==> config.mk <==
export PLATFORM = sky130hd
export DESIGN_NAME = countdown_core_flat
export DESIGN_NICKNAME = d
export VERILOG_FILES = /design/src/rtl/cdt_pkg.sv /design/src/rtl/cdt_if.sv /design/src/rtl/cdt_prescaler.sv /design/src/rtl/countdown_core.sv /design/src/flat_wrapper.sv
export SDC_FILE = /design/constraint.sdc
export NUM_CORES = 1
export LEC_CHECK = 0
export BUFFER_PORTS_ARGS = -buffer_cell sky130_fd_sc_hd__buf_2
export CORE_ASPECT_RATIO = 0.8
export CORE_MARGIN = 2
export CORE_UTILIZATION = 59
export DETAILED_ROUTE_END_ITERATION = 16
export MAX_ROUTING_LAYER = met4
export PLACE_DENSITY = 0.87
export SLEW_MARGIN = 20
export SYNTH_ARGS = -nofsm -noshare
export SYNTH_HDL_FRONTEND = slang
export SYNTH_SLANG_ARGS = --single-unit
==> constraint.sdc <==
create_clock -name CLOCK -period 5.5 [get_ports CLOCK]
set_input_delay 0.55 -clock CLOCK [delete_from_list [all_inputs] [get_ports CLOCK]]
set_output_delay 0.55 -clock CLOCK [all_outputs]
set_load 0.01 [all_outputs]
==> src/rtl/cdt_pkg.sv <==
// Shared types and constants for the minute:second countdown engine.
package cdt_pkg;

  typedef enum logic [1:0] {
    IDLE  = 2'd0,
    RUN   = 2'd1,
    PAUSE = 2'd2,
    ALARM = 2'd3
  } cdt_state_t;

  typedef logic [3:0] bcd_t;

  typedef struct packed {
    bcd_t m;
    bcd_t s10;
    bcd_t s1;
  } mss_t;

  localparam int LED_RUN   = 0;
  localparam int LED_PAUSE = 1;
  localparam int LED_ALARM = 2;

  // Counter width for a divider of n states; never narrower than one bit.
  function automatic int cnt_w(input int n);
    return (n <= 1) ? 1 : $clog2(n);
  endfunction

endpackage

==> src/rtl/cdt_if.sv <==
// Button/switch inputs and display/buzzer outputs of the countdown engine.
interface cdt_if;
  logic [3:0] PSW;
  logic [3:0] RSW;
  logic [3:0] DIG_M;
  logic [3:0] DIG_S10;
  logic [3:0] DIG_S1;
  logic [7:0] LED;
  logic       BZ;

  modport master (
    output PSW, RSW,
    input  DIG_M, DIG_S10, DIG_S1, LED, BZ
  );

  modport slave (
    input  PSW, RSW,
    output DIG_M, DIG_S10, DIG_S1, LED, BZ
  );
endinterface

==> src/rtl/cdt_prescaler.sv <==
// Free-running divider with enable/clear; tick is high on the last count while enabled.
module cdt_prescaler
  import cdt_pkg::*;
#(
  parameter int TICK_DIV = 1000
) (
  input  logic clk,
  input  logic rst,
  input  logic en,
  input  logic clr,
  output logic tick
);
  localparam int CW = cnt_w(TICK_DIV);
  localparam logic [CW-1:0] LAST = CW'(TICK_DIV - 1);

  logic [CW-1:0] cnt_q;

  assign tick = en && (cnt_q == LAST);

  always_ff @(posedge clk) begin
    if (rst || clr) begin
      cnt_q <= '0;
    end else if (en) begin
      cnt_q <= tick ? '0 : cnt_q + CW'(1);
    end
  end
endmodule

==> src/rtl/countdown_core.sv <==
// M:SS countdown engine: preset from rotary switch, start/pause and stop buttons, alarm at 0:00.
// Define CDT_BEEP_PATTERN_EN to pulse the buzzer every BZ_DIV cycles instead of driving it steadily.
module countdown_core
  import cdt_pkg::*;
#(
  parameter int TICK_DIV = 1000,
  parameter int BZ_DIV   = 250
) (
  input  logic  CLOCK,
  input  logic  RESET,
  cdt_if.slave  io
);

  if (TICK_DIV < 1 || BZ_DIV < 1) begin : g_param_check
    $error("countdown_core: TICK_DIV and BZ_DIV must be >= 1");
  end

  cdt_state_t state_q, state_d;
  mss_t       dig_q, dig_d, dec;
  logic [1:0] psw_p1;
  logic [7:0] led_q, led_d;
  logic       bz_q, bz_d;
  logic       tick, start_p, stop_p;
  bcd_t       rsw_min;
  logic       unused_psw;

  assign unused_psw = ^io.PSW[3:2];

  // Stop wins over a coincident start press.
  assign stop_p  = io.PSW[1] & ~psw_p1[1];
  assign start_p = io.PSW[0] & ~psw_p1[0] & ~stop_p;
  assign rsw_min = (io.RSW > 4'd9) ? 4'd9 : io.RSW;

  function automatic mss_t bcd_dec(input mss_t v);
    mss_t r;
    r = v;
    if (v.s1 != 4'd0) begin
      r.s1 = v.s1 - 4'd1;
    end else begin
      r.s1 = 4'd9;
      if (v.s10 != 4'd0) begin
        r.s10 = v.s10 - 4'd1;
      end else begin
        r.s10 = 4'd5;
        r.m   = (v.m != 4'd0) ? v.m - 4'd1 : 4'd9;
      end
    end
    return r;
  endfunction

  function automatic logic is_zero(input mss_t v);
    return (v.m == 4'd0) && (v.s10 == 4'd0) && (v.s1 == 4'd0);
  endfunction

  cdt_prescaler #(.TICK_DIV(TICK_DIV)) u_tick (
    .clk  (CLOCK),
    .rst  (RESET),
    .en   (state_q == RUN),
    .clr  (state_q == IDLE),
    .tick (tick)
  );

`ifdef CDT_BEEP_PATTERN_EN
  logic beep_tick;

  cdt_prescaler #(.TICK_DIV(BZ_DIV)) u_beep (
    .clk  (CLOCK),
    .rst  (RESET),
    .en   (state_q == ALARM),
    .clr  (state_q != ALARM),
    .tick (beep_tick)
  );
`endif

  always_comb begin
    state_d = state_q;
    dig_d   = dig_q;
    led_d   = '0;
    bz_d    = 1'b0;
    dec     = bcd_dec(dig_q);
    case (state_q)
      IDLE: begin
        dig_d.m   = rsw_min;
        dig_d.s10 = 4'd0;
        dig_d.s1  = 4'd0;
        if (start_p && (rsw_min != 4'd0)) state_d = RUN;
      end
      RUN: begin
        if (stop_p) begin
          state_d = IDLE;
        end else if (tick) begin
          dig_d = dec;
          if (is_zero(dec))  state_d = ALARM;
          else if (start_p)  state_d = PAUSE;
        end else if (start_p) begin
          state_d = PAUSE;
        end
      end
      PAUSE: begin
        if (stop_p)       state_d = IDLE;
        else if (start_p) state_d = RUN;
      end
      ALARM: begin
        dig_d = '0;
        if (stop_p) state_d = IDLE;
      end
      default: state_d = IDLE;
    endcase

    // Outputs decode the next state so they update on the same edge as the state.
    led_d[LED_RUN]   = (state_d == RUN);
    led_d[LED_PAUSE] = (state_d == PAUSE);
    led_d[LED_ALARM] = (state_d == ALARM);
`ifdef CDT_BEEP_PATTERN_EN
    if (state_d == ALARM) begin
      if (state_q != ALARM) bz_d = 1'b1;
      else                  bz_d = beep_tick ? ~bz_q : bz_q;
    end
`else
    bz_d = (state_d == ALARM);
`endif
  end

  always_ff @(posedge CLOCK) begin
    if (RESET) begin
      state_q <= IDLE;
      psw_p1  <= '0;
      dig_q   <= '0;
      led_q   <= '0;
      bz_q    <= 1'b0;
    end else begin
      state_q <= state_d;
      psw_p1  <= io.PSW[1:0];
      dig_q   <= dig_d;
      led_q   <= led_d;
      bz_q    <= bz_d;
    end
  end

  assign io.DIG_M   = dig_q.m;
  assign io.DIG_S10 = dig_q.s10;
  assign io.DIG_S1  = dig_q.s1;
  assign io.LED     = led_q;
  assign io.BZ      = bz_q;

endmodule

==> src/flat_wrapper.sv <==
// flat-port wrapper written by rule: the top's interface ports become plain ports
module countdown_core_flat import cdt_pkg::*;
#(
  parameter int TICK_DIV = 1000,
  parameter int BZ_DIV   = 250
)
  (CLOCK, RESET, io_PSW, io_RSW, io_DIG_M, io_DIG_S10, io_DIG_S1, io_LED, io_BZ);
  cdt_if io_i ();
  input  logic CLOCK;
  input  logic RESET;
  input wire logic [$bits(io_i.PSW)-1:0] io_PSW;
  input wire logic [$bits(io_i.RSW)-1:0] io_RSW;
  output wire logic [$bits(io_i.DIG_M)-1:0] io_DIG_M;
  output wire logic [$bits(io_i.DIG_S10)-1:0] io_DIG_S10;
  output wire logic [$bits(io_i.DIG_S1)-1:0] io_DIG_S1;
  output wire logic [$bits(io_i.LED)-1:0] io_LED;
  output wire logic [$bits(io_i.BZ)-1:0] io_BZ;
  assign io_i.PSW = io_PSW;
  assign io_i.RSW = io_RSW;
  assign io_DIG_M = io_i.DIG_M;
  assign io_DIG_S10 = io_i.DIG_S10;
  assign io_DIG_S1 = io_i.DIG_S1;
  assign io_LED = io_i.LED;
  assign io_BZ = io_i.BZ;
  countdown_core #(.TICK_DIV(TICK_DIV), .BZ_DIV(BZ_DIV)) u_core (.CLOCK(CLOCK), .RESET(RESET), .io(io_i));
endmodule
==> results of run 1 <==
final timing paths:
path,cells past startpoint,slack (ns),end
max,7,3.20,u_core.io.DIG_M[1]$_SDFFE_PP0P_
min,2,0.43,u_core.psw_p1[1]$_SDFF_PP0_
max reg2reg,7,3.20,u_core.io.DIG_M[1]$_SDFFE_PP0P_
min reg2reg,2,0.51,u_core.u_tick.cnt_q[1]$_SDFFE_PP0P_
layer usage:
metal / vias up / track usage [%] / wire [um]
met5: - / - / 0
met4: 0 / 12.3 / 75
met3: 9 / 6.49 / 227
met2: 48 / 36.7 / 1570
met1: 676 / 30.6 / 1620
li1: 746 / - / -
state kept, by name (all words and copies together), names as in the netlist:
name	cells
u_core.io.DIG_S1	4
u_core.io.DIG_M	4
u_core.io.BZ	1
u_core.psw_p1	2
u_core.io.LED	2
u_core.io.DIG_S10	4
u_core.u_tick.cnt_q	10
u_core.state_q	2
power groups by stage:
stage,combinational [mW],sequential [mW],clock (mW)
detailed placement,0.0432,0.225,0
global placement,0.0423,0.225,0
CTS,0.0438,0.220,0.137
finish,0.0442,0.220,0.134
floorplan,0.0338,0.225,0
global route,0.0483,0.221,0.144
worst register-to-register path, cell delays in order, from the launching register on:
cell,delay (ns)
dfxtp_1,0.36
inv_1,0.09
ha_1,0.25
nor3b_1,0.47
nand2_1,0.25
or3_1,0.38
a222oi_1,0.32
nor2_1,0.06
logic make-up (layout without fill, tap and decap cells):
family,count (synthesis),in the layout,synth area share [%]
AOI/OAI and AO/OA,39,39,16.0
other,1,5,0.225
muxes,3,3,1.80
adders and majority gates,3,3,2.25
xor gates and xnor gates,8,8,4.21
buffers and inverters,19,37,5.86
DFF,29,29,34.9
and+or+nand+nor,98,98,34.8
area by class of cell:
class / instances / area (um^2)
Fill cell: 243 / 896
Clock buffer: 7 / 55.1
Multi-Input combinational cell: 156 / 1000
Inverter: 7 / 26.3
Tap cell: 38 / 47.5
Timing Repair Buffer: 23 / 115
Sequential cell: 29 / 581
metrics by stage:
| stage | worst slack, ns | area [um^2] | instances | power, mW |
|---|---|---|---|---|
| 2_1_floorplan | 3.51 | 1680 | 204 | 0.258 |
| 3_3_place_gp | 3.32 | 1770 | 253 | 0.267 |
| 3_5_place_dp | 3.24 | 1770 | 253 | 0.268 |
| 4_1_cts | 3.23 | 1830 | 260 | 0.401 |
| 5_1_grt | 3.08 | 1830 | 260 | 0.413 |
| 6_report | 3.20 | 1830 | 260 | 0.398 |
layout by cell type, fill, tap and decap left out, types with 2 or more instances in the layout:
cell type / n
conb_1: 5
xor2_1: 6
a32o_1: 2
and3_1: 2
o21ai_0: 8
dfxtp_1: 29
ha_1: 3
o211ai_1: 3
nor3_1: 12
a31oi_1: 2
buf_2: 23
inv_1: 7
clkbuf_4: 5
nor2_1: 25
nand4_1: 2
nand2b_1: 5
a21oi_1: 13
nor3b_1: 3
or4_4: 2
nor4_4: 2
nand2_1: 14
nand3_1: 8
mux2i_1: 3
nor4_1: 3
nor2b_1: 7
xnor2_1: 2
nand3b_1: 4
or3_1: 2
==> impl_results.md, run 1 <==
* Crit-path leading delay family: simple AND/OR/NAND/NOR gates
* Skew final at 0.00605 ns
* Clock Tree Root: clkbuf_4
* Hold_buf cts at 0
* Seq pwr share at around 55%
* GP Congestion at 0.843
* Area share of the largest cell type after synthesis at 34.9%
* Final wirelength at roughly 3.5 mm
* Finish-stage setup viols at 0
* ANT cells at 0
* Synth Warn # at 0
* Cell with the most instances after synthesis: dfxtp_1
* Sw frac at 26.8%
* Routed vias/inst at around 5.7
* WL/cell at 13.4 um
* Number of synthesized flops with an enable pin at 0
* Post-CTS Setup Bufs at 0
* Placeable Area at 0.00272 mm^2
* Distinct cells, synth at 47
* Status: finished clean
* Switching Power at 0.107 mW
* Comb power frac at 11.1%
* Crit-path max FO at 6
* Worst min path class: in2reg
* Slew Limit Fails at 0
* Final min period at between 2 and 2.5 ns
* Clock Power Share at 33.6%
* Die W at 63.4 um
* DRC at 0
* Crit-path cells: inv_1, ha_1, nor3b_1, nand2_1, or3_1, a222oi_1, nor2_1
* Worst path required time at 5.73 ns
* CTS-repair resized insts at 0
* Starting Density at about three fifths
* Max cap viols at 0
* Asr flop ratio synth at 0%
* Clk Latency, worst-skew pair at 0.34 ns
* Synth top area cells: dfxtp_1 35%, nor2_1 5.6%, a21oi_1 3.9%
* FF-to-FF Start: u_core.io.DIG_S1[0]$_SDFFE_PP0P_
* PortBufs at 23
* HPWL Detailed at 2.45 mm
* Clock Path Buffers at 2
* Bufs and invs on worst path at 1
* Fin nets at 235
* Global-route wire length before repair at roughly 5.9 mm
* Pwr dens at 218 mW/mm^2
* DRT iter0 DRCs at 107
* Area Overhead vs Synth at 9.69%
* Max incr delay on CP at 0.47 ns
* Core Util, Final at 67.1%
* Fmax at 436 MHz
* Via count at 1,479
* RSZ-0062 raised after global routing: no
* Final Hold Fails at 0
* Die area at 0.00327 mm^2
* Setup total negative slack at 0 ns
* Internal power at 0.291 mW
* Register area share after synthesis at roughly a third
* CTS Buf Count at 5
* TritonCTS clock tree: yes
* Die H at 51.5 um
* Clk sinks at 29
* # IOs at 31
* Mean area per synthesized cell at 8.33 um^2
* Clock slew at reported path FFs at approximately 0.090 ns
* Layout cells sized above 1 at about 19%
* Antenna violations before repair at 0
* Prevailing post-synth register cell: dfxtp_1
* # rows at 17
* CP Class: reg2reg
* Area leader, netlist: dfxtp_1
* 1st-pass router iterations at 4
* CP endpoint kind: flip-flop
* Worst vdd ir at 0.000135 V
* Crit path launch type: flip-flop
* Tcrit/Tclk final at about two fifths
* Hold Crit Start: io_PSW[1]
* CP Launch Point: u_core.io.DIG_S1[0]$_SDFFE_PP0P_
* Mapped Cells at 200
* WP data arrival at 2.52 ns
* Worst slew pin tran at 0.925 ns
* Slowest stage cell, crit path: nor3b_1
* Synthesized area at 0.00167 mm^2
* Largest net degree at the start of global routing at 22
* GRT Util Overall at 24.4%
* Most frequent cells after synthesis: 29 x dfxtp_1, 25 x nor2_1, 14 x nand2_1, 13 x a21oi_1, 12 x nor3_1
* Grt ovf at 0
* Worst relative slew slack at approximately 38%
* Leakage power at 0.724 nW
* Vias in the first global route at 1,279
* Seq cells post-synth at 29
* Post-route ant nets at 0
* Maximum level of the CTS H-tree at 2
* Hold slack at 0.428 ns
No activity file was read; power rests on OpenSTA's default activity.
==> run 2, diff against run 1 <==
Settings changed: ABC_AREA set to 1, CORE_UTILIZATION 59 to 49, PLACE_DENSITY 0.87 to 0.78.
Clock period 5.5 ns to 2.04 ns, I/O delays scaled along.
==> run 2 against run 1 <==
  * Final cell count rose by 17%
  * Largest cell class unchanged
  * First-iteration DRC count fell by 28%
  * Die area rose by 16%
  * Clock power rose to 3.5 times the previous value
  * Sequential cell count did not move
  * Hold slack got worse by 0.28 ns
  * Critical path depth rose by 7
  * Sequential share of layout area fell by 0.39 points
  * Register-to-register slack got worse by 3.0 ns
  * Wire length fell by 7.5%
  * Synthesized area fell by 2.3%
==> impl_results.md, run 2 <==
* Area Overhead vs Synth at 13.7%
* Via count at 1,479 (unchanged)
* Max cap viols at 0 (unchanged)
* Worst path required time at 2.25 ns (-3.48 ns)
* Die W at 68.4 um (+7.9%)
* Fmax at 550 MHz (+26%)
* WL/cell at 10.7 um (-21%)
* R2R Setup Slk at 0.22 ns (-2.98 ns)
* FF-to-FF Start: u_core.io.DIG_S1[0]$_SDFFE_PP0P_
* CTS-repair resized insts at 0 (unchanged)
* Clock slew at reported path FFs at 0.06 ns (-0.03 ns)
* Number of synthesized flops with an enable pin at 0 (unchanged)
* 1st-pass router iterations at 4 (unchanged)
* GP Congestion at 0.877 (+3.9%)
* Crit path top cell by count: nand2_2
* Placeable Area at 0.00313 mm^2 (+15%)
* Clk sinks at 29 (unchanged)
* Vias in the first global route at 1,241 (-3.0%)
* Most frequent cells in the layout: 48 x nand2_1, 34 x inv_1, 31 x nor2_1
* Final Hold Fails at 0 (unchanged)
* Finish-stage setup viols at 0 (unchanged)
* Seq cells post-synth at 29 (unchanged)
* Tcrit/Tclk final at 89.1% (+47 points)
* Synth Warn # at 0 (unchanged)
* Area leader, netlist: dfxtp_1
* HPWL Detailed at 2.46 mm (+0.22%)
* Max incr delay on CP at 0.33 ns (-0.14 ns)
* Prevailing post-synth register cell: dfxtp_1
* Clock Tree Root: clkbuf_8
* Die area at 0.00380 mm^2 (+16%)
* Hold_buf cts at 0 (unchanged)
* Layout cells sized above 1 at 20.2% (+0.78 points)
* Starting Density at 52.0% (-9.2 points)
* Bufs and invs on worst path at 1 (unchanged)
* Clk Latency, worst-skew pair at 0.27 ns (-0.07 ns)
* WP data arrival at 2.03 ns (-0.49 ns)
* DRC at 0 (unchanged)
* RSZ-0062 raised after global routing: no
* Fin nets at 276 (+17%)
* Largest Register: u_core.u_tick.cnt_q
* Synthesized area at 0.00163 mm^2 (-2.3%)
* ANT cells at 0 (unchanged)
* Slew Limit Fails at 0 (unchanged)
* Commonest non-fill, non-tap cell in the layout: nand2_1
* TritonCTS clock tree: yes
* Clock Path Buffers at 2 (unchanged)
* Skew final at 0.00554 ns (-0.000515 ns)
* Largest net degree at the start of global routing at 14 (-36%)
* Status: finished clean
* Post-CTS Setup Bufs at 0 (unchanged)
* Post-route ant nets at 0 (unchanged)
* FILL cells at 296 (+22%)
* Crit-path max FO at 7 (+1)
* Most frequent cells after synthesis: 48 x nand2_1, 34 x inv_1, 32 x nor2_1, 29 x dfxtp_1, 14 x a21oi_1
* Worst vdd ir at 0.000504 V (+270%)
* Final min period at 1.82 ns (-0.479 ns)
* Area taken by multi-input logic gates at 878 um^2 (-12%)
* Hold Crit Start: io_PSW[0]
* Worst relative slew slack at 62.2% (+24 points)
* Placed inst area at 0.00175 mm^2 (-1.1%)
* Antenna violations before repair at 0 (unchanged)
* Mapped Cells at 237 (+19%)
* Worst min path class: in2reg
* Asr flop ratio synth at 0% (unchanged)
* Distinct cells, synth at 36 (-23%)
* Crit-path leading delay family: simple AND/OR/NAND/NOR gates
* Worst hold endpoint: u_core.psw_p1[0]$_SDFF_PP0_
* Cell with the most instances after synthesis: nand2_1
* Grt ovf at 0 (unchanged)
* CP Class: reg2reg
* Mean area per synthesized cell at 6.86 um^2 (-18%)
* Global-route wire length before repair at 5.42 mm (-8.4%)
* Maximum level of the CTS H-tree at 2 (unchanged)
* Area share of the largest cell type after synthesis at 35.7% (+0.83 points)
* Synth top area cells: dfxtp_1 36%, nand2_1 11%, inv_1 7.8%
* Reg area at 581 um^2 (unchanged)
* GRT Util Overall at 19.5% (-4.9 points)
* Slowest stage cell, crit path: dfxtp_1
* Leakage power at 0.835 nW (+15%)
* Setup total negative slack at 0 ns (unchanged)
* PortBufs at 23 (unchanged)
* Worst slew pin tran at 0.563 ns (-0.362 ns)
* Hold Path Cell Cnt at 3 (+1)
* Max reg flops at 10 (unchanged)
* Register area share after synthesis at 35.7% (+0.83 points)
* CTS Buf Count at 5 (unchanged)
* Post-route cell area at 0.00185 mm^2 (+1.2%)
* # rows at 18 (+1)
* Crit-path cells: inv_1, ha_2, nand2_4, nor2_4, nand2_2, nand2_2, nand2_2, nor2_1, nand3_1, nand3_1, nand2_1, nand2_2, nand2_2, nor2_1
* Crit path launch type: flip-flop
* Worst r2r dst: u_core.io.LED[1]$_SDFF_PP0_
* Total power at 1.25 mW (+210%)
* Routed vias/inst at 4.88 (-14%)
* Final wirelength at 3.23 mm (-7.5%)
* DRT iter0 DRCs at 77 (-28%)
* Die H at 55.5 um (+7.8%)
* R2r worst-path depth at 14 (+7)
* CP endpoint kind: flip-flop
* # IOs at 31 (unchanged)
* Pwr dens at 674 mW/mm^2 (+210%)
-- run 2: stage by stage --
stage                     util, %  hold WS [ns]  worst slack [ns]  std cells
after floorplan                 -         0.282             0.333        241
after global placement       56.0         0.423             0.158        296
after detailed placement     56.0         0.431             0.142        296
after CTS                    58.8         0.145             0.129        303
after global routing         59.1         0.162            0.0216        303
final                        59.1         0.146             0.223        303
-- run 2: layer usage --
| layer | GRT usage [%] | up-vias | routed length [um] |
|---|---|---|---|
| li1 | - | 803 | - |
| met1 | 27.6 | 634 | 1700 |
| met2 | 25.7 | 33 | 1300 |
| met3 | 5.70 | 9 | 159 |
| met4 | 7.71 | 0 | 69 |
| met5 | - | - | 0 |
-- run 2: worst min-delay path, stage by stage --
cell and delay [ns]:
buf_2 0.08, inv_1 0.04, nor2_1 0.07
-- run 2: cell families (layout without fill, tap and decap cells) --
| kind of cell | count (synthesis) | count (layout) | synth area share (%) |
|---|---|---|---|
| simple gates | 119 | 119 | 34.5 |
| buf+inv | 44 | 66 | 11.8 |
| compound gates | 38 | 38 | 13.8 |
| flops | 29 | 29 | 35.7 |
| fa+ha+maj | 3 | 3 | 2.31 |
| xor+xnor | 3 | 3 | 1.62 |
| other cells | 1 | 5 | 0.231 |
-- run 2: power by group --
| group | switching, mW | internal (mW) |
|---|---|---|
| logic | 0.119 | 0.0669 |
| registers | 0.0152 | 0.582 |
| clock network | 0.197 | 0.267 |
-- run 2: final cells by class --
class | count | area share [%]
flip-flops and latches | 29 | 31.4
inverters | 35 | 7.10
well taps | 40 | 2.71
clock buffers | 7 | 4.67
multi-input cells | 168 | 47.5
repair buffers | 24 | 6.63
-- run 2: worst max path at each step --
stage                                     start                     endpoint  slack [ns]  depth (start not counted)
2_1_floorplan  u_core.io.DIG_S1[0]$_SDFFE_PP0P_  u_core.io.LED[1]$_SDFF_PP0_        0.33                         13
3_3_place_gp   u_core.io.DIG_S1[0]$_SDFFE_PP0P_  u_core.io.LED[0]$_SDFF_PP0_        0.16                         13
3_5_place_dp   u_core.io.DIG_S1[0]$_SDFFE_PP0P_  u_core.io.LED[0]$_SDFF_PP0_        0.14                         13
4_1_cts        u_core.io.DIG_S1[0]$_SDFFE_PP0P_  u_core.io.LED[0]$_SDFF_PP0_        0.13                         13
5_1_grt        u_core.io.DIG_S1[0]$_SDFFE_PP0P_      u_core.io.BZ$_SDFF_PP0_        0.02                         14
6_report       u_core.io.DIG_S1[0]$_SDFFE_PP0P_  u_core.io.LED[1]$_SDFF_PP0_        0.22                         14
